### config.mk
export PLATFORM = sky130hd
export DESIGN_NAME = address_bus_ws_m_flat
export DESIGN_NICKNAME = d
export VERILOG_FILES = /design/src/rtl/address_bus_ws_m_pkg.sv /design/src/rtl/address_bus_ws_m_if.sv /design/src/rtl/address_bus_ws_m_wait_counter.sv /design/src/rtl/address_bus_ws_m.sv /design/src/flat_wrapper.sv
export SDC_FILE = /design/constraint.sdc
export NUM_CORES = 1
export LEC_CHECK = 0
export ABC_AREA = 1
export ABC_CLOCK_PERIOD_IN_PS = 2050
export BUFFER_PORTS_ARGS = -buffer_cell sky130_fd_sc_hd__buf_2
export CORE_MARGIN = 2
export CORE_UTILIZATION = 56
export CTS_CLUSTER_SIZE = 8
export DETAILED_ROUTE_END_ITERATION = 6
export GPL_ROUTABILITY_DRIVEN = 0
export PLACE_DENSITY_LB_ADDON = 0.12
export SYNTH_ARGS = -nofsm -noshare
export SYNTH_HDL_FRONTEND = slang
export SYNTH_SLANG_ARGS = --single-unit
### constraint.sdc
create_clock -name clk -period 2.05 [get_ports clk]
set_input_delay 0.205 -clock clk [delete_from_list [all_inputs] [get_ports clk]]
set_output_delay 0.205 -clock clk [all_outputs]
set_load 0.01 [all_outputs]
### src/rtl/address_bus_ws_m_pkg.sv
// Shared types and default constants for the registered address decoder.
package address_bus_pkg;

  typedef enum logic [2:0] {REGION_NONE, RAM, VRAM, FW, IO, ROM} region_e;
  typedef enum logic [1:0] {IDLE, WAIT, DONE} state_e;

  localparam int unsigned WAIT_W = 4;

  localparam int unsigned DEF_ADDR_W    = 16;
  localparam int unsigned DEF_RAM_END   = 'h36ff;
  localparam int unsigned DEF_VRAM_END  = 'h3fff;
  localparam int unsigned DEF_FW_END    = 'h6fff;
  localparam int unsigned DEF_IO_BASE   = 'h7000;
  localparam int unsigned DEF_IO_COUNT  = 4;
  localparam int unsigned DEF_ROM_BASE  = 'h8000;
  localparam int unsigned DEF_VRAM_WAIT = 0;
  localparam int unsigned DEF_FW_WAIT   = 1;
  localparam int unsigned DEF_ROM_WAIT  = 2;

endpackage

### src/rtl/address_bus_ws_m_if.sv
// CPU-side bus bundle for address_bus_ws_m; watch signals exist only with ADDRESS_BUS_WS_WATCH_EN.
interface address_bus_ws_m_if #(
  parameter int unsigned ADDR_W   = 16,
  parameter int unsigned IO_COUNT = 4
) ();
  logic [ADDR_W-1:0]   cpu_address;
  logic                cpu_valid;
  logic                err_clr;
  logic                cpu_rdy;
  logic                SELECT_ram;
  logic                SELECT_vram;
  logic                SELECT_firmware;
  logic                SELECT_rom;
  logic [IO_COUNT-1:0] SELECT_io;
  logic                unmapped_err;
  logic [ADDR_W-1:0]   err_addr;
`ifdef ADDRESS_BUS_WS_WATCH_EN
  logic [ADDR_W-1:0]   watch_addr;
  logic                watch_arm;
  logic                watch_hit;

  modport master (
    output cpu_address, cpu_valid, err_clr, watch_addr, watch_arm,
    input  cpu_rdy, SELECT_ram, SELECT_vram, SELECT_firmware, SELECT_rom,
           SELECT_io, unmapped_err, err_addr, watch_hit
  );
  modport slave (
    input  cpu_address, cpu_valid, err_clr, watch_addr, watch_arm,
    output cpu_rdy, SELECT_ram, SELECT_vram, SELECT_firmware, SELECT_rom,
           SELECT_io, unmapped_err, err_addr, watch_hit
  );
`else
  modport master (
    output cpu_address, cpu_valid, err_clr,
    input  cpu_rdy, SELECT_ram, SELECT_vram, SELECT_firmware, SELECT_rom,
           SELECT_io, unmapped_err, err_addr
  );
  modport slave (
    input  cpu_address, cpu_valid, err_clr,
    output cpu_rdy, SELECT_ram, SELECT_vram, SELECT_firmware, SELECT_rom,
           SELECT_io, unmapped_err, err_addr
  );
`endif
endinterface

### src/rtl/address_bus_ws_m_wait_counter.sv
// Loadable wait-state down-counter; o_done flags the last wait cycle.
module wait_counter_m
  import address_bus_pkg::*;
#(
  parameter int unsigned W = WAIT_W
) (
  input  logic         clk,
  input  logic         rst_n,
  input  logic         i_load,
  input  logic [W-1:0] i_val,
  input  logic         i_dec,
  output logic         o_done
);
  logic [W-1:0] r_cnt;

  always_ff @(posedge clk or negedge rst_n) begin
    if (!rst_n) begin
      r_cnt <= '0;
    end else if (i_load) begin
      r_cnt <= i_val;
    end else if (i_dec && (r_cnt != '0)) begin
      r_cnt <= r_cnt - 1'b1;
    end
  end

  assign o_done = (r_cnt == W'(1));
endmodule

### src/rtl/address_bus_ws_m.sv
// Registered address decoder with per-region wait states and sticky unmapped-access error.
// Optional address watchpoint under ADDRESS_BUS_WS_WATCH_EN.
module address_bus_ws_m
  import address_bus_pkg::*;
#(
  parameter int unsigned ADDR_W    = DEF_ADDR_W,
  parameter int unsigned RAM_END   = DEF_RAM_END,
  parameter int unsigned VRAM_END  = DEF_VRAM_END,
  parameter int unsigned FW_END    = DEF_FW_END,
  parameter int unsigned IO_BASE   = DEF_IO_BASE,
  parameter int unsigned IO_COUNT  = DEF_IO_COUNT,
  parameter int unsigned ROM_BASE  = DEF_ROM_BASE,
  parameter int unsigned VRAM_WAIT = DEF_VRAM_WAIT,
  parameter int unsigned FW_WAIT   = DEF_FW_WAIT,
  parameter int unsigned ROM_WAIT  = DEF_ROM_WAIT
) (
  input logic           clk,
  input logic           rst_n,
  address_bus_ws_m_if.slave bus
);
  if (IO_BASE + IO_COUNT > ROM_BASE) begin : g_chk_io
    $error("IO window overlaps ROM");
  end
  if (FW_END >= IO_BASE) begin : g_chk_fw
    $error("firmware region overlaps IO window");
  end
  if ((VRAM_WAIT >= 2**WAIT_W) || (FW_WAIT >= 2**WAIT_W) || (ROM_WAIT >= 2**WAIT_W)) begin : g_chk_wait
    $error("wait count exceeds counter width");
  end

  localparam logic [ADDR_W-1:0] L_RAM_END  = ADDR_W'(RAM_END);
  localparam logic [ADDR_W-1:0] L_VRAM_END = ADDR_W'(VRAM_END);
  localparam logic [ADDR_W-1:0] L_FW_END   = ADDR_W'(FW_END);
  localparam logic [ADDR_W-1:0] L_IO_BASE  = ADDR_W'(IO_BASE);
  localparam logic [ADDR_W:0]   L_IO_LIM   = (ADDR_W+1)'(IO_BASE + IO_COUNT);
  localparam logic [ADDR_W-1:0] L_ROM_BASE = ADDR_W'(ROM_BASE);

  state_e              r_state, w_next;
  region_e             w_region;
  logic [IO_COUNT-1:0] w_io;
  logic [ADDR_W-1:0]   w_io_off;
  logic [WAIT_W-1:0]   w_wait;
  logic                w_rdy, w_accept, w_load, w_cnt_done;

  logic                r_ram, r_vram, r_fw, r_rom;
  logic [IO_COUNT-1:0] r_io;
  logic                r_err;
  logic [ADDR_W-1:0]   r_err_addr;

  assign w_io_off = bus.cpu_address - L_IO_BASE;

  always_comb begin
    w_region = REGION_NONE;
    w_io     = '0;
    if (bus.cpu_address <= L_RAM_END) begin
      w_region = RAM;
    end else if (bus.cpu_address <= L_VRAM_END) begin
      w_region = VRAM;
    end else if (bus.cpu_address <= L_FW_END) begin
      w_region = FW;
    end else if ((bus.cpu_address >= L_IO_BASE) && ({1'b0, bus.cpu_address} < L_IO_LIM)) begin
      w_region = IO;
      w_io     = IO_COUNT'(1) << w_io_off;
    end else if (bus.cpu_address >= L_ROM_BASE) begin
      w_region = ROM;
    end
  end

  always_comb begin
    w_wait = '0;
    case (w_region)
      VRAM:    w_wait = WAIT_W'(VRAM_WAIT);
      FW:      w_wait = WAIT_W'(FW_WAIT);
      ROM:     w_wait = WAIT_W'(ROM_WAIT);
      default: w_wait = '0;
    endcase
  end

  always_comb begin
    w_next   = r_state;
    w_rdy    = 1'b1;
    w_accept = 1'b0;
    w_load   = 1'b0;
    unique case (r_state)
      IDLE, DONE: begin
        w_accept = bus.cpu_valid;
        w_load   = bus.cpu_valid && (w_wait != '0);
        w_next   = w_load ? WAIT : IDLE;
      end
      WAIT: begin
        w_rdy = 1'b0;
        if (w_cnt_done) w_next = DONE;
      end
      default: w_next = IDLE;
    endcase
  end

  always_ff @(posedge clk or negedge rst_n) begin
    if (!rst_n) r_state <= IDLE;
    else        r_state <= w_next;
  end

  wait_counter_m #(.W(WAIT_W)) u_wait_cnt (
    .clk    (clk),
    .rst_n  (rst_n),
    .i_load (w_load),
    .i_val  (w_wait),
    .i_dec  (r_state == WAIT),
    .o_done (w_cnt_done)
  );

  // Selects hold through WAIT; with rdy high they follow each accepted access or clear.
  always_ff @(posedge clk or negedge rst_n) begin
    if (!rst_n) begin
      {r_ram, r_vram, r_fw, r_rom} <= '0;
      r_io                         <= '0;
    end else if (w_accept) begin
      r_ram  <= (w_region == RAM);
      r_vram <= (w_region == VRAM);
      r_fw   <= (w_region == FW);
      r_rom  <= (w_region == ROM);
      r_io   <= w_io;
    end else if (w_rdy) begin
      {r_ram, r_vram, r_fw, r_rom} <= '0;
      r_io                         <= '0;
    end
  end

  // A new unmapped access takes priority over a coincident clear.
  always_ff @(posedge clk or negedge rst_n) begin
    if (!rst_n) begin
      r_err      <= 1'b0;
      r_err_addr <= '0;
    end else if (w_accept && (w_region == REGION_NONE)) begin
      r_err      <= 1'b1;
      r_err_addr <= bus.cpu_address;
    end else if (bus.err_clr) begin
      r_err      <= 1'b0;
    end
  end

`ifdef ADDRESS_BUS_WS_WATCH_EN
  logic r_watch_hit;
  always_ff @(posedge clk or negedge rst_n) begin
    if (!rst_n) r_watch_hit <= 1'b0;
    else        r_watch_hit <= w_accept && bus.watch_arm && (bus.cpu_address == bus.watch_addr);
  end
  assign bus.watch_hit = r_watch_hit;
`endif

  assign bus.cpu_rdy         = w_rdy;
  assign bus.SELECT_ram      = r_ram;
  assign bus.SELECT_vram     = r_vram;
  assign bus.SELECT_firmware = r_fw;
  assign bus.SELECT_rom      = r_rom;
  assign bus.SELECT_io       = r_io;
  assign bus.unmapped_err    = r_err;
  assign bus.err_addr        = r_err_addr;
endmodule

### src/flat_wrapper.sv
// flat-port wrapper written by rule: the top's interface ports become plain ports
module address_bus_ws_m_flat import address_bus_pkg::*;
#(
  parameter int unsigned ADDR_W    = DEF_ADDR_W,
  parameter int unsigned RAM_END   = DEF_RAM_END,
  parameter int unsigned VRAM_END  = DEF_VRAM_END,
  parameter int unsigned FW_END    = DEF_FW_END,
  parameter int unsigned IO_BASE   = DEF_IO_BASE,
  parameter int unsigned IO_COUNT  = DEF_IO_COUNT,
  parameter int unsigned ROM_BASE  = DEF_ROM_BASE,
  parameter int unsigned VRAM_WAIT = DEF_VRAM_WAIT,
  parameter int unsigned FW_WAIT   = DEF_FW_WAIT,
  parameter int unsigned ROM_WAIT  = DEF_ROM_WAIT
)
  (clk, rst_n, bus_cpu_address, bus_cpu_valid, bus_err_clr, bus_cpu_rdy, bus_SELECT_ram, bus_SELECT_vram, bus_SELECT_firmware, bus_SELECT_rom, bus_SELECT_io, bus_unmapped_err, bus_err_addr);
  address_bus_ws_m_if #(.ADDR_W(ADDR_W), .IO_COUNT(IO_COUNT)) bus_i ();
  input logic clk;
  input logic rst_n;
  input wire logic [$bits(bus_i.cpu_address)-1:0] bus_cpu_address;
  input wire logic [$bits(bus_i.cpu_valid)-1:0] bus_cpu_valid;
  input wire logic [$bits(bus_i.err_clr)-1:0] bus_err_clr;
  output wire logic [$bits(bus_i.cpu_rdy)-1:0] bus_cpu_rdy;
  output wire logic [$bits(bus_i.SELECT_ram)-1:0] bus_SELECT_ram;
  output wire logic [$bits(bus_i.SELECT_vram)-1:0] bus_SELECT_vram;
  output wire logic [$bits(bus_i.SELECT_firmware)-1:0] bus_SELECT_firmware;
  output wire logic [$bits(bus_i.SELECT_rom)-1:0] bus_SELECT_rom;
  output wire logic [$bits(bus_i.SELECT_io)-1:0] bus_SELECT_io;
  output wire logic [$bits(bus_i.unmapped_err)-1:0] bus_unmapped_err;
  output wire logic [$bits(bus_i.err_addr)-1:0] bus_err_addr;
  assign bus_i.cpu_address = bus_cpu_address;
  assign bus_i.cpu_valid = bus_cpu_valid;
  assign bus_i.err_clr = bus_err_clr;
  assign bus_cpu_rdy = bus_i.cpu_rdy;
  assign bus_SELECT_ram = bus_i.SELECT_ram;
  assign bus_SELECT_vram = bus_i.SELECT_vram;
  assign bus_SELECT_firmware = bus_i.SELECT_firmware;
  assign bus_SELECT_rom = bus_i.SELECT_rom;
  assign bus_SELECT_io = bus_i.SELECT_io;
  assign bus_unmapped_err = bus_i.unmapped_err;
  assign bus_err_addr = bus_i.err_addr;
  address_bus_ws_m #(.ADDR_W(ADDR_W), .RAM_END(RAM_END), .VRAM_END(VRAM_END), .FW_END(FW_END), .IO_BASE(IO_BASE), .IO_COUNT(IO_COUNT), .ROM_BASE(ROM_BASE), .VRAM_WAIT(VRAM_WAIT), .FW_WAIT(FW_WAIT), .ROM_WAIT(ROM_WAIT)) u_core (.clk(clk), .rst_n(rst_n), .bus(bus_i));
endmodule
==> out/summary.txt, run 1 <==
=======================================================================================
Via count of the first global-routing pass                                         1471
Count of placed standard cells including taps                                       318
Proportion of synthesized chip area in sequential cells                           43.4%
Number of cells on the critical path                                                  6
Number of inserted diodes                                                             0
Count of endpoints failing setup in the final report                                  0
Number of core rows                                                                  20
Sequence of cells on the critical path                                     inv_1 > ha_1 > a31oi_2 > nand2_1 > xor2_1 > nor2_1
Critical Setup Path Class                                                    reg -> reg
Post-synth cell types                                                                26
Average vias per placed instance                                                   4.81
Max FO, Critical Path                                                                 6
Number of violations reported at the end of detailed-routing iteration 0             73
Maximum number of pins on one net before global-route repair                         32
Syn Area/Cell                                                                  7.74 µm²
Worst max-slew margin expressed relative to the limit                             56.3%
Total grt overflow                                                                    0
Residual DRC                                                                          0
Depth of the most critical reg-to-reg path                                            6
Cell type group with the largest total delay on the critical path            flip-flops
Area of the die                                                                3660 µm²
DRT Pass-1 Iters                                                                      4
Longest Clk Path Bufs                                                                 2
CTS Sinks                                                                            31
Combined buffer and inverter count along the critical path                            1
Slowest cell on crit path                                                  sky130_fd_sc_hd__dfrtp_1
Max VDD drop                                                                   0.527 mV
Number of antenna violations at the first check in global routing                     0
Final HPWL DP                                                                   2760 µm
Avg WL per Cell                                                                 11.2 µm
Total Neg Setup Slack                                                              0 ns
Largest stage delay, worst path                                                 0.36 ns
Required arrival time at the worst endpoint                                     2.31 ns
Routed vias                                                                        1574
Flop and latch count out of synthesis                                                31
Pwr Density                                                                 1090 nW/µm²
Net count after synthesis                                                           256
Area of the placeable core                                                     3050 µm²
Number of top-level pins                                                             46
Clock Skews                                                                  0.00443 ns
Number of buffers inserted during clock tree synthesis                                5
Total wire length                                                               3670 µm
Max Cap Viol                                                                          0
Insertion delay of the later-clocked pin in the worst-skew pair                 0.33 ns
Number of nets at the end of the flow                                               307
Master cell of the clock root buffer                                       sky130_fd_sc_hd__clkbuf_4
Port Buffer Count                                                                    45
Post-layout min period                                                          1.43 ns
CTS tree                                                                           done
Count of hold-fix buffers inserted at cts                                             1
Type of element capturing the critical path                                   flip-flop
# Post-CTS Setup Buffers                                                              0
Final hold vios                                                                       0
CTS H-Tree Depth                                                                      2
Count of antenna-violating nets left after detailed routing                           0
Fraction of layout instances using a drive strength above 1                       26.1%
Hold Crit Class                                                               in -> reg
Y dimension of the die                                                          60.5 µm
Critical Path AT                                                                1.69 ns
CP Launch Type                                                                flip-flop
Tightest Pin Transition                                                        0.656 ns
Final Max Tran Viols                                                                  0
Global-route wire length before repair                                          6290 µm
Count of non-filler cells in the finished layout                                    327
Syn-to-layout area delta                                                          19.0%
Yosys warning count                                                                   0
Highest clock rate                                                              699 MHz
Status                                                                        completed
Setup repair after global routing missed its margin                               false
Total GRT Usage                                                                   23.3%
Post-CTS Resized                                                                      0
Die boundary width                                                              60.5 µm
Instance count along the most critical hold path                                      2
Reg clk slew, reported paths                                                    0.09 ns
Leakage                                                                      0.00118 µW
Initial Util                                                                      58.6%
Part of the cycle the worst path needs                                            69.8%
Cells after Synth                                                                   231
Cell area after synthesis                                                      1790 µm²
=======================================================================================
-- worst paths after layout --
path                                                         from                                      to  slack, ns
max in group asynchronous                                   rst_n  u_core.u_wait_cnt.r_cnt[3]$_DFFE_PN0P_       1.19
min in group asynchronous                                   rst_n     u_core.bus.err_addr[11]$_DFFE_PN0P_       0.43
setup reg to reg           u_core.u_wait_cnt.r_cnt[0]$_DFFE_PN0P_  u_core.u_wait_cnt.r_cnt[2]$_DFFE_PN0P_       0.62
hold reg to reg               u_core.bus.SELECT_io[3]$_DFFE_PN0P_     u_core.bus.SELECT_io[3]$_DFFE_PN0P_       0.48
setup / recovery           u_core.u_wait_cnt.r_cnt[0]$_DFFE_PN0P_  u_core.u_wait_cnt.r_cnt[2]$_DFFE_PN0P_       0.62
hold / removal                                        bus_err_clr     u_core.bus.unmapped_err$_DFFE_PN0P_       0.04
-- synthesized netlist by cell type --
master / number / area, µm²
sky130_fd_sc_hd__or2_0: 1 / 6.26
sky130_fd_sc_hd__a31oi_2: 1 / 12.5
sky130_fd_sc_hd__o21ai_1: 2 / 10.0
sky130_fd_sc_hd__dfrtp_1: 31 / 776
sky130_fd_sc_hd__clkinv_1: 2 / 7.51
sky130_fd_sc_hd__o21a_1: 1 / 7.51
sky130_fd_sc_hd__nor2_4: 1 / 11.3
sky130_fd_sc_hd__inv_2: 3 / 11.3
sky130_fd_sc_hd__nand3_1: 13 / 65.1
sky130_fd_sc_hd__o21ai_2: 1 / 8.76
sky130_fd_sc_hd__o21bai_1: 14 / 105
sky130_fd_sc_hd__o21ai_0: 6 / 30.0
sky130_fd_sc_hd__nand2_1: 67 / 251
sky130_fd_sc_hd__nor2_2: 2 / 12.5
sky130_fd_sc_hd__nor3_1: 1 / 5.00
sky130_fd_sc_hd__nand2_4: 1 / 11.3
sky130_fd_sc_hd__a21oi_1: 1 / 5.00
sky130_fd_sc_hd__buf_4: 3 / 22.5
sky130_fd_sc_hd__nand2_2: 1 / 6.26
sky130_fd_sc_hd__nand4_1: 1 / 6.26
sky130_fd_sc_hd__nand3_2: 10 / 100
sky130_fd_sc_hd__nor2_1: 24 / 90.1
sky130_fd_sc_hd__inv_1: 36 / 135
sky130_fd_sc_hd__buf_6: 1 / 11.3
sky130_fd_sc_hd__ha_1: 5 / 62.6
sky130_fd_sc_hd__xor2_1: 2 / 17.5
-- layout by cell type (no fill, tap or decap), drive strengths merged --
cell / instances
or2: 1
xor2: 2
nand2: 69
o21a: 1
ha: 5
o21ai: 9
o21bai: 14
clkinv: 2
clkbuf: 8
nor2: 27
nor3: 1
buf: 47
a21oi: 1
dlygate4sd3: 1
a31oi: 1
inv: 39
dfrtp: 31
nand4: 1
nand3: 23
-- cell type report --
class	instances	area (µm²)
Sequential cell	31	776
Multi-Input combinational cell	155	825
Fill cell	289	925
Timing Repair Buffer	48	250
Clock buffer	8	68.8
Tap cell	44	55.1
Inverter	41	154
-- where the power goes --
group          internal (µW)  leakage [µW]  switching [µW]
Combinational            398      0.000749             576
Sequential               825      0.000391             104
Clock                    202     0.0000386             204
Total                   1430       0.00118             884
-- layer usage --
layer	wire length, µm	GRT usage, %
met5	0	0
met4	55	10.2
met3	188	4.05
met2	1720	39.0
met1	1710	29.9
-- registers in the layout (all words and copies together), names as in the netlist --
register                    count
u_core.bus.err_addr            16
u_core.bus.SELECT_io            4
u_core.u_wait_cnt.r_cnt         4
u_core.r_state                  2
u_core.bus.SELECT_firmware      1
u_core.bus.SELECT_ram           1
u_core.bus.SELECT_rom           1
u_core.bus.SELECT_vram          1
u_core.bus.unmapped_err         1
-- logic make-up (layout without fill, tap and decap cells) --
family / count (synthesis) / count (layout) / synth area share, %
AOI/OAI and AO/OA: 26 / 26 / 10.0
DFF: 31 / 31 / 43.4
and+or+nand+nor: 122 / 122 / 31.6
xor gates and xnor gates: 2 / 2 / 0.980
buffers and inverters: 45 / 97 / 10.5
adders and majority gates: 5 / 5 / 3.50
-- metrics by stage --
step | worst slack (ns) | cell area (µm²) | hold WS (ns) | util [%] | power (µW)
2_1_floorplan | 0.754 | 1790 | -0.0906 | - | 1590
3_3_place_gp | 0.437 | 2050 | 0.283 | 67.1 | 1900
3_5_place_dp | 0.323 | 2050 | 0.276 | 67.1 | 1920
4_1_cts | 0.604 | 2130 | 0.0324 | 69.7 | 2340
5_1_grt | 0.499 | 2130 | 0.0544 | 69.7 | 2530
6_report | 0.620 | 2130 | 0.0410 | 69.7 | 2310
(Power assumes the default switching activity.)
==> run 2: changes to the inputs <==
--- a/config.mk
+++ b/config.mk
@@ -6,10 +6,10 @@
 export NUM_CORES = 1
 export LEC_CHECK = 0
 export ABC_AREA = 1
-export ABC_CLOCK_PERIOD_IN_PS = 2050
+export ABC_CLOCK_PERIOD_IN_PS = 1300
 export BUFFER_PORTS_ARGS = -buffer_cell sky130_fd_sc_hd__buf_2
 export CORE_MARGIN = 2
-export CORE_UTILIZATION = 56
+export CORE_UTILIZATION = 47
 export CTS_CLUSTER_SIZE = 8
 export DETAILED_ROUTE_END_ITERATION = 6
 export GPL_ROUTABILITY_DRIVEN = 0
==> constraint.sdc (replaced) <==
create_clock -name clk -period 1.3 [get_ports clk]
set_input_delay 0.13 -clock clk [delete_from_list [all_inputs] [get_ports clk]]
set_output_delay 0.13 -clock clk [all_outputs]
set_load 0.01 [all_outputs]
==> run 2 against run 1 <==
Compared with the run above:
- the run now ends with negative setup slack left
- final cell count increased by 8.6%
- sequential power up 59%
- clock-buffer cell count is 2 lower
- largest power group unchanged
==> out/summary.txt, run 2 (synthesis gave the netlist of run 1 again) <==
=======================================================================================
Fraction of layout instances using a drive strength above 1                       34.2%   +8.1 points
Initial Util                                                                      48.8%   -9.7 points
Number of nets at the end of the flow                                               332   +8.1%
Number of core rows                                                                  22   +10%
Max VDD drop                                                                   0.964 mV   +83%
Violated checks                                                            negative setup slack
Post-layout min period                                                          1.31 ns   -0.119 ns
Global-route wire length before repair                                          7090 µm   +13%
Master cell of the clock root buffer                                       sky130_fd_sc_hd__clkbuf_8
Y dimension of the die                                                          65.7 µm   +8.6%
Total GRT Usage                                                                   21.9%   -1.5 points
Maximum number of pins on one net before global-route repair                         32   unchanged
Leading cell type in the layout, fill and taps excluded                    sky130_fd_sc_hd__nand2_1
Hold Crit Class                                                               in -> reg
Reg clk slew, reported paths                                                    0.06 ns   -0.03 ns
Part of the cycle the worst path needs                                             101%   +31 points
Critical Path AT                                                                1.49 ns   -0.20 ns
Area of the placeable core                                                     3660 µm²   +20%
Flip-flop count of the largest register, all copies and words added                  16   unchanged
GR Util met2                                                                      35.4%   -3.6 points
CTS tree                                                                           done
DRT Pass-1 Iters                                                                      4   unchanged
Required arrival time at the worst endpoint                                     1.48 ns   -0.83 ns
Tightest Pin Transition                                                        0.364 ns   -0.291 ns
CTS Sinks                                                                            31   unchanged
Insertion delay of the later-clocked pin in the worst-skew pair                 0.29 ns   -0.04 ns
Highest clock rate                                                              763 MHz   +9.1%
Number of top-level pins                                                             46   unchanged
Final hold vios                                                                       0   unchanged
Via count of the first global-routing pass                                         1611   +9.5%
Sequence of cells on the critical path                                     inv_2 > ha_4 > a31oi_4 > nand2_1 > xor2_1 > nor2_1
Count of endpoints failing setup in the final report                                  1   +1
Number of antenna violations at the first check in global routing                     0   unchanged
Die boundary width                                                              65.7 µm   +8.6%
Final Max Tran Viols                                                                  0   unchanged
Count of placed standard cells including taps                                       343   +7.9%
Met3 track utilization from global routing                                        5.65%   +1.6 points
Number of inserted diodes                                                             0   unchanged
Syn-to-layout area delta                                                          36.6%
Average vias per placed instance                                                   4.76   -1.0%
CP Launch Type                                                                flip-flop
Status                                                                     complete, but fails checks
Longest Clk Path Bufs                                                                 2   unchanged
Avg WL per Cell                                                                 12.1 µm   +8.1%
Worst max-slew margin expressed relative to the limit                             75.7%   +19 points
Number of violations reported at the end of detailed-routing iteration 0             65   -11%
Largest stage delay, worst path                                                 0.37 ns   about the same
Routed vias                                                                        1691   +7.4%
Number of buffers inserted during clock tree synthesis                                5   unchanged
CTS H-Tree Depth                                                                      2   unchanged
Total wire length                                                               4310 µm   +17%
Clock Skews                                                                  0.00304 ns   -0.00139 ns
Slowest cell on crit path                                                  sky130_fd_sc_hd__dfrtp_1
FILL cells                                                                          335   +16%
Final worst hold slack                                                        0.0166 ns   -0.0244 ns
Reg-to-reg slack, setup                                                        -0.01 ns   -0.63 ns
GR met1 Demand/Resource                                                           27.8%   -2.1 points
Max FO, Critical Path                                                                 6   unchanged
Total grt overflow                                                                    0   unchanged
Worst path setup slack after routing                                         -0.0112 ns   -0.631 ns
Area of the die                                                                4310 µm²   +18%
Final HPWL DP                                                                   3070 µm   +11%
Pwr Density                                                                 1700 nW/µm²   +57%
Busiest layer in global routing                                                    met2
Count of antenna-violating nets left after detailed routing                           0   unchanged
Total Neg Setup Slack                                                        -0.0112 ns   -0.0112 ns
Setup repair after global routing missed its margin                                true
Critical Setup Path Class                                                    reg -> reg
Leakage                                                                      0.00133 µW   +13%
Count of non-filler cells in the finished layout                                    355   +8.6%
Max Cap Viol                                                                          0   unchanged
Port Buffer Count                                                                    45   unchanged
Commonest non-fill, non-tap cells in the layout                            sky130_fd_sc_hd__nand2_1, sky130_fd_sc_hd__buf_2, sky130_fd_sc_hd__inv_1, sky130_fd_sc_hd__dfrtp_1, sky130_fd_sc_hd__nor2_1
Type of element capturing the critical path                                   flip-flop
Post-layout util                                                                  66.7%   -3.0 points
Residual DRC                                                                          0   unchanged
=======================================================================================
==> run 2: cell types whose count changed in the layout (fill, tap and decap cells not counted), sizes merged <==
cell	delta
buf	+25
clkbuf	-2
clkinv	+1
==> run 2: power by group <==
group	switching (µW)	total [µW]	internal, µW
clock	355	770	415
combinational	1050	1920	865
sequential	172	1480	1310
total	1580	4160	2590
==> run 2: path summary, 6_finish.rpt <==
path | startpoint | end | cells after the start
worst max-delay path | u_core.u_wait_cnt.r_cnt[0]$_DFFE_PN0P_ | u_core.u_wait_cnt.r_cnt[2]$_DFFE_PN0P_ | 6
min in group asynchronous | rst_n | u_core.bus.err_addr[4]$_DFFE_PN0P_ | 3
max in group asynchronous | rst_n | u_core.bus.err_addr[1]$_DFFE_PN0P_ | 3
worst max register to register | u_core.u_wait_cnt.r_cnt[0]$_DFFE_PN0P_ | u_core.u_wait_cnt.r_cnt[2]$_DFFE_PN0P_ | 6
worst min-delay path | bus_err_clr | u_core.bus.unmapped_err$_DFFE_PN0P_ | 2
worst min register to register | u_core.bus.err_addr[14]$_DFFE_PN0P_ | u_core.bus.err_addr[14]$_DFFE_PN0P_ | 2
==> run 2: worst max-delay path, delay by kind of cell (launching register included) <==
| kind | cells | cell delay, ns |
|---|---|---|
| buffers and inverters | 1 | 0.07 |
| AND/OR/NAND/NOR | 2 | 0.16 |
| adder cells (fa/ha/maj) | 1 | 0.17 |
| AO/OA/AOI/OAI | 1 | 0.27 |
| XOR/XNOR | 1 | 0.16 |
| flip-flops | 1 | 0.37 |
==> run 2: through the flow <==
step	instance area (µm²)	power, µW	worst slack [ns]
after detailed placement	2250	3180	-0.166
after floorplan	1790	2510	0.00423
after CTS	2360	4000	0.00361
after global placement	2250	3130	-0.135
after global routing	2440	4500	-0.0740
final	2440	4160	-0.0112
==> run 2: routing by layer <==
metal,share of wire (%),up-vias
met5,0,-
met4,2.0,0
met3,4.3,9
met2,47,38
met1,47,784
li1,-,860
==> run 2: final cells by class <==
| cell class | count | area [µm²] | area share (%) |
|---|---|---|---|
| multi-input combinational | 155 | 868 | 35.6 |
| sequential | 31 | 776 | 31.8 |
| timing repair buffer | 73 | 497 | 20.3 |
| inverter | 41 | 154 | 6.30 |
| clock buffer | 6 | 82.6 | 3.38 |
| tap | 48 | 60.1 | 2.46 |
| clock inverter | 1 | 5.00 | 0.205 |
==> run 2: what timing repair did <==
action,in CTS,in global routing
pin swaps,2,8
resized for setup,1,11
hold buffers,1,0
buffers inserted,0,3
endpoints found under the setup margin,7,20
hold endpoints to repair,31,0
gates cloned,0,1
==> run 3: changes to the inputs <==
--- a/config.mk
+++ b/config.mk
@@ -14,6 +14,7 @@
 export DETAILED_ROUTE_END_ITERATION = 6
 export GPL_ROUTABILITY_DRIVEN = 0
 export PLACE_DENSITY_LB_ADDON = 0.12
+export REMOVE_ABC_BUFFERS = 1
 export SYNTH_ARGS = -nofsm -noshare
 export SYNTH_HDL_FRONTEND = slang
 export SYNTH_SLANG_ARGS = --single-unit
==> run 3 against run 2 <==
Compared with the run above:
- the flow still finishes with violations (negative setup slack)
- sequential share of layout area shrank 0.51 points
- utilization grew 1.1 points
- clock skew is essentially flat
- clock power grew 6.9%
- sequential cell count is the same
- critical path type unchanged
- largest cell class unchanged
- largest power group unchanged
==> out/summary.txt, run 3 (synthesis gave the netlist of run 1 again) <==
=======================================================================================
CP dominant cell by count                                                  sky130_fd_sc_hd__nand2_1
Total GRT Usage                                                                   21.9%   about the same
Initial Util                                                                      48.8%   unchanged
Reg-to-reg startpoint                                                      u_core.u_wait_cnt.r_cnt[1]$_DFFE_PN0P_
Y dimension of the die                                                          65.7 µm   unchanged
Endpoint with the worst hold slack                                         u_core.bus.unmapped_err$_DFFE_PN0P_
Residual DRC                                                                          0   unchanged
Die boundary width                                                              65.7 µm   unchanged
Worst path setup slack after routing                                       -0.000912 ns   +0.0103 ns
Max Cap Viol                                                                          0   unchanged
Worst Min Path Start                                                        bus_err_clr
Part of the cycle the worst path needs                                             100%   -0.79 points
DRT Pass-1 Iters                                                                      4   unchanged
Average vias per placed instance                                                   4.64   -2.5%
Sequence of cells on the critical path                                     inv_2 > ha_4 > a31oi_4 > buf_6 > nand2_1 > o21ai_1 > nand2_1 > nand2_1
Number of core rows                                                                  22   unchanged
Sw Pwr                                                                          1570 µW   -0.26%
Max FO, Critical Path                                                                 5   -1
Syn-to-layout area delta                                                          38.8%
Area of the die                                                                4310 µm²   unchanged
Leakage                                                                      0.00135 µW   +1.5%
Final Max Tran Viols                                                                  0   unchanged
Number of nets at the end of the flow                                               333   +0.30%
Max VDD drop                                                                   0.964 mV   about the same
Number of top-level pins                                                             46   unchanged
Avg WL per Cell                                                                 11.6 µm   -4.0%
Instance count along the most critical hold path                                      2   unchanged
Fraction of layout instances using a drive strength above 1                       34.6%   +0.43 points
Global-route wire length before repair                                          7120 µm   +0.38%
CTS tree                                                                           done
Tightest Pin Transition                                                        0.341 ns   -0.0228 ns
Slowest cell on crit path                                                  sky130_fd_sc_hd__dfrtp_1
Sw frac                                                                           36.9%   -1.1 points
Largest stage delay, worst path                                                 0.37 ns   about the same
Port Buffer Count                                                                    45   unchanged
Depth of the most critical reg-to-reg path                                            8   +2
Post-layout min period                                                          1.30 ns   -0.0103 ns
Hold Crit Class                                                               in -> reg
Maximum number of pins on one net before global-route repair                         19   -41%
Worst max-slew margin expressed relative to the limit                             77.2%   +1.6 points
Setup repair after global routing missed its margin                                true
Reg-to-reg slack, setup                                                      -0.0009 ns   about the same
Clock Skews                                                                  0.00270 ns   -0.000342 ns
Number of violations reported at the end of detailed-routing iteration 0             64   -1.5%
Commonest non-fill, non-tap cells in the layout                            sky130_fd_sc_hd__nand2_1, sky130_fd_sc_hd__buf_2, sky130_fd_sc_hd__inv_1, sky130_fd_sc_hd__dfrtp_1, sky130_fd_sc_hd__nor2_1
Critical Setup Path Class                                                    reg -> reg
Longest Clk Path Bufs                                                                 2   unchanged
Endpoint of the most critical register-to-register path                    u_core.u_wait_cnt.r_cnt[1]$_DFFE_PN0P_
Insertion delay of the later-clocked pin in the worst-skew pair                 0.28 ns   about the same
Area of the placeable core                                                     3660 µm²   unchanged
Final hold vios                                                                       0   unchanged
Total Neg Setup Slack                                                      -0.000912 ns   +0.0103 ns
Count of endpoints failing setup in the final report                                  1   unchanged
Final HPWL DP                                                                   3150 µm   +2.7%
Status                                                                     complete, but fails checks
Clock share of power                                                              19.3%   +0.8 points
Critical Path AT                                                                1.52 ns   +0.03 ns
Master cell of the clock root buffer                                       sky130_fd_sc_hd__clkbuf_8
Total wire length                                                               4160 µm   -3.5%
Violated checks                                                            negative setup slack
Cell-internal power                                                             2700 µW   +4.3%
Post-layout util                                                                  67.8%   +1.1 points
Reg clk slew, reported paths                                                    0.06 ns   about the same
Seq pwr share                                                                     34.9%   -0.6 points
Type of element capturing the critical path                                   flip-flop
CTS Sinks                                                                            31   unchanged
Routed vias                                                                        1658   -2.0%
Required arrival time at the worst endpoint                                     1.52 ns   +0.04 ns
Highest clock rate                                                              769 MHz   +0.79%
CP Launch Type                                                                flip-flop
Gate power share                                                                  45.8%   -0.2 points
Total grt overflow                                                                    0   unchanged
Via count of the first global-routing pass                                         1648   +2.3%
Pwr Density                                                                 1720 nW/µm²   +0.93%
CTS H-Tree Depth                                                                      2   unchanged
Count of antenna-violating nets left after detailed routing                           0   unchanged
Number of antenna violations at the first check in global routing                     0   unchanged
Number of buffers inserted during clock tree synthesis                                5   unchanged
Flip-flop count of the largest register, all copies and words added                  16   unchanged
Number of inserted diodes                                                             0   unchanged
Leading cell type in the layout, fill and taps excluded                    sky130_fd_sc_hd__nand2_1
=======================================================================================
## run 3: cell types whose count changed in the layout (fill, tap and decap cells not counted), sizes merged
| cell | previous run | this run |
|---|---|---|
| buf | 72 | 73 |
| clkbuf | 6 | 8 |
| clkinv | 3 | 2 |
## run 3: worst max-delay path by stage
stage	start	end	depth (start not counted)	slack [ns]
final	u_core.u_wait_cnt.r_cnt[1]$_DFFE_PN0P_	u_core.u_wait_cnt.r_cnt[1]$_DFFE_PN0P_	8	-0.0009
after global routing	u_core.u_wait_cnt.r_cnt[0]$_DFFE_PN0P_	u_core.u_wait_cnt.r_cnt[1]$_DFFE_PN0P_	8	-0.06
after CTS	u_core.u_wait_cnt.r_cnt[0]$_DFFE_PN0P_	u_core.u_wait_cnt.r_cnt[2]$_DFFE_PN0P_	6	0.01
after detailed placement	bus_cpu_address[13]	u_core.bus.err_addr[3]$_DFFE_PN0P_	12	-0.14
after global placement	bus_cpu_address[12]	u_core.bus.err_addr[13]$_DFFE_PN0P_	12	-0.11
after floorplan	u_core.u_wait_cnt.r_cnt[0]$_DFFE_PN0P_	u_core.u_wait_cnt.r_cnt[2]$_DFFE_PN0P_	6	0.004
## run 3: stage by stage
stage	setup slack [ns]	total power, µW	std cells	instance area, µm²	hold WS [ns]
after floorplan	0.00423	2490	227	1750	-0.166
after global placement	-0.109	3160	344	2280	0.0573
after detailed placement	-0.138	3200	344	2280	0.0541
after CTS	0.0111	4090	353	2400	0.00798
after global routing	-0.0610	4640	357	2480	0.00977
final	-0.000912	4270	357	2480	0.0172
## run 3: worst max-delay path: cells and delay by family (launching register included)
kind | cells | cell delay [ns]
AND/OR/NAND/NOR | 3 | 0.17
flip-flops | 1 | 0.37
adder cells (fa/ha/maj) | 1 | 0.17
buffers and inverters | 2 | 0.20
AO/OA/AOI/OAI | 2 | 0.33
## run 3: cell type report
cell class	instances	area, µm²
inverters	41	154
fillers	313	1180
repair buffers	74	532
well taps	48	60.1
clock buffers	8	100
multi-input cells	155	861
flip-flops and latches	31	776
## run 3: power groups by stage
stage,registers (µW),clock network (µW),logic (µW)
after floorplan,1610,0,887
after global placement,1480,0,1680
after detailed placement,1490,0,1710
after CTS,1480,846,1760
after global routing,1530,893,2210
final,1490,823,1960
## run 3: timing repair
action,CTS,global route
gates resized for setup,1,12
hold buffers,1,0
pin swaps,2,4
endpoints found under the setup margin,6,26
endpoints found under the hold margin,13,0
setup buffers,0,4
## run 3: routing by layer
| layer | GRT usage, % | wire [µm] | vias to the layer above | share of wire [%] |
|---|---|---|---|---|
| met5 | 0 | 0 | - | 0 |
| met4 | 6.25 | 50 | 0 | 1.2 |
| met3 | 5.65 | 168 | 6 | 4.0 |
| met2 | 37.0 | 2070 | 37 | 50 |
| met1 | 27.5 | 1870 | 756 | 45 |
| li1 | - | - | 859 | - |
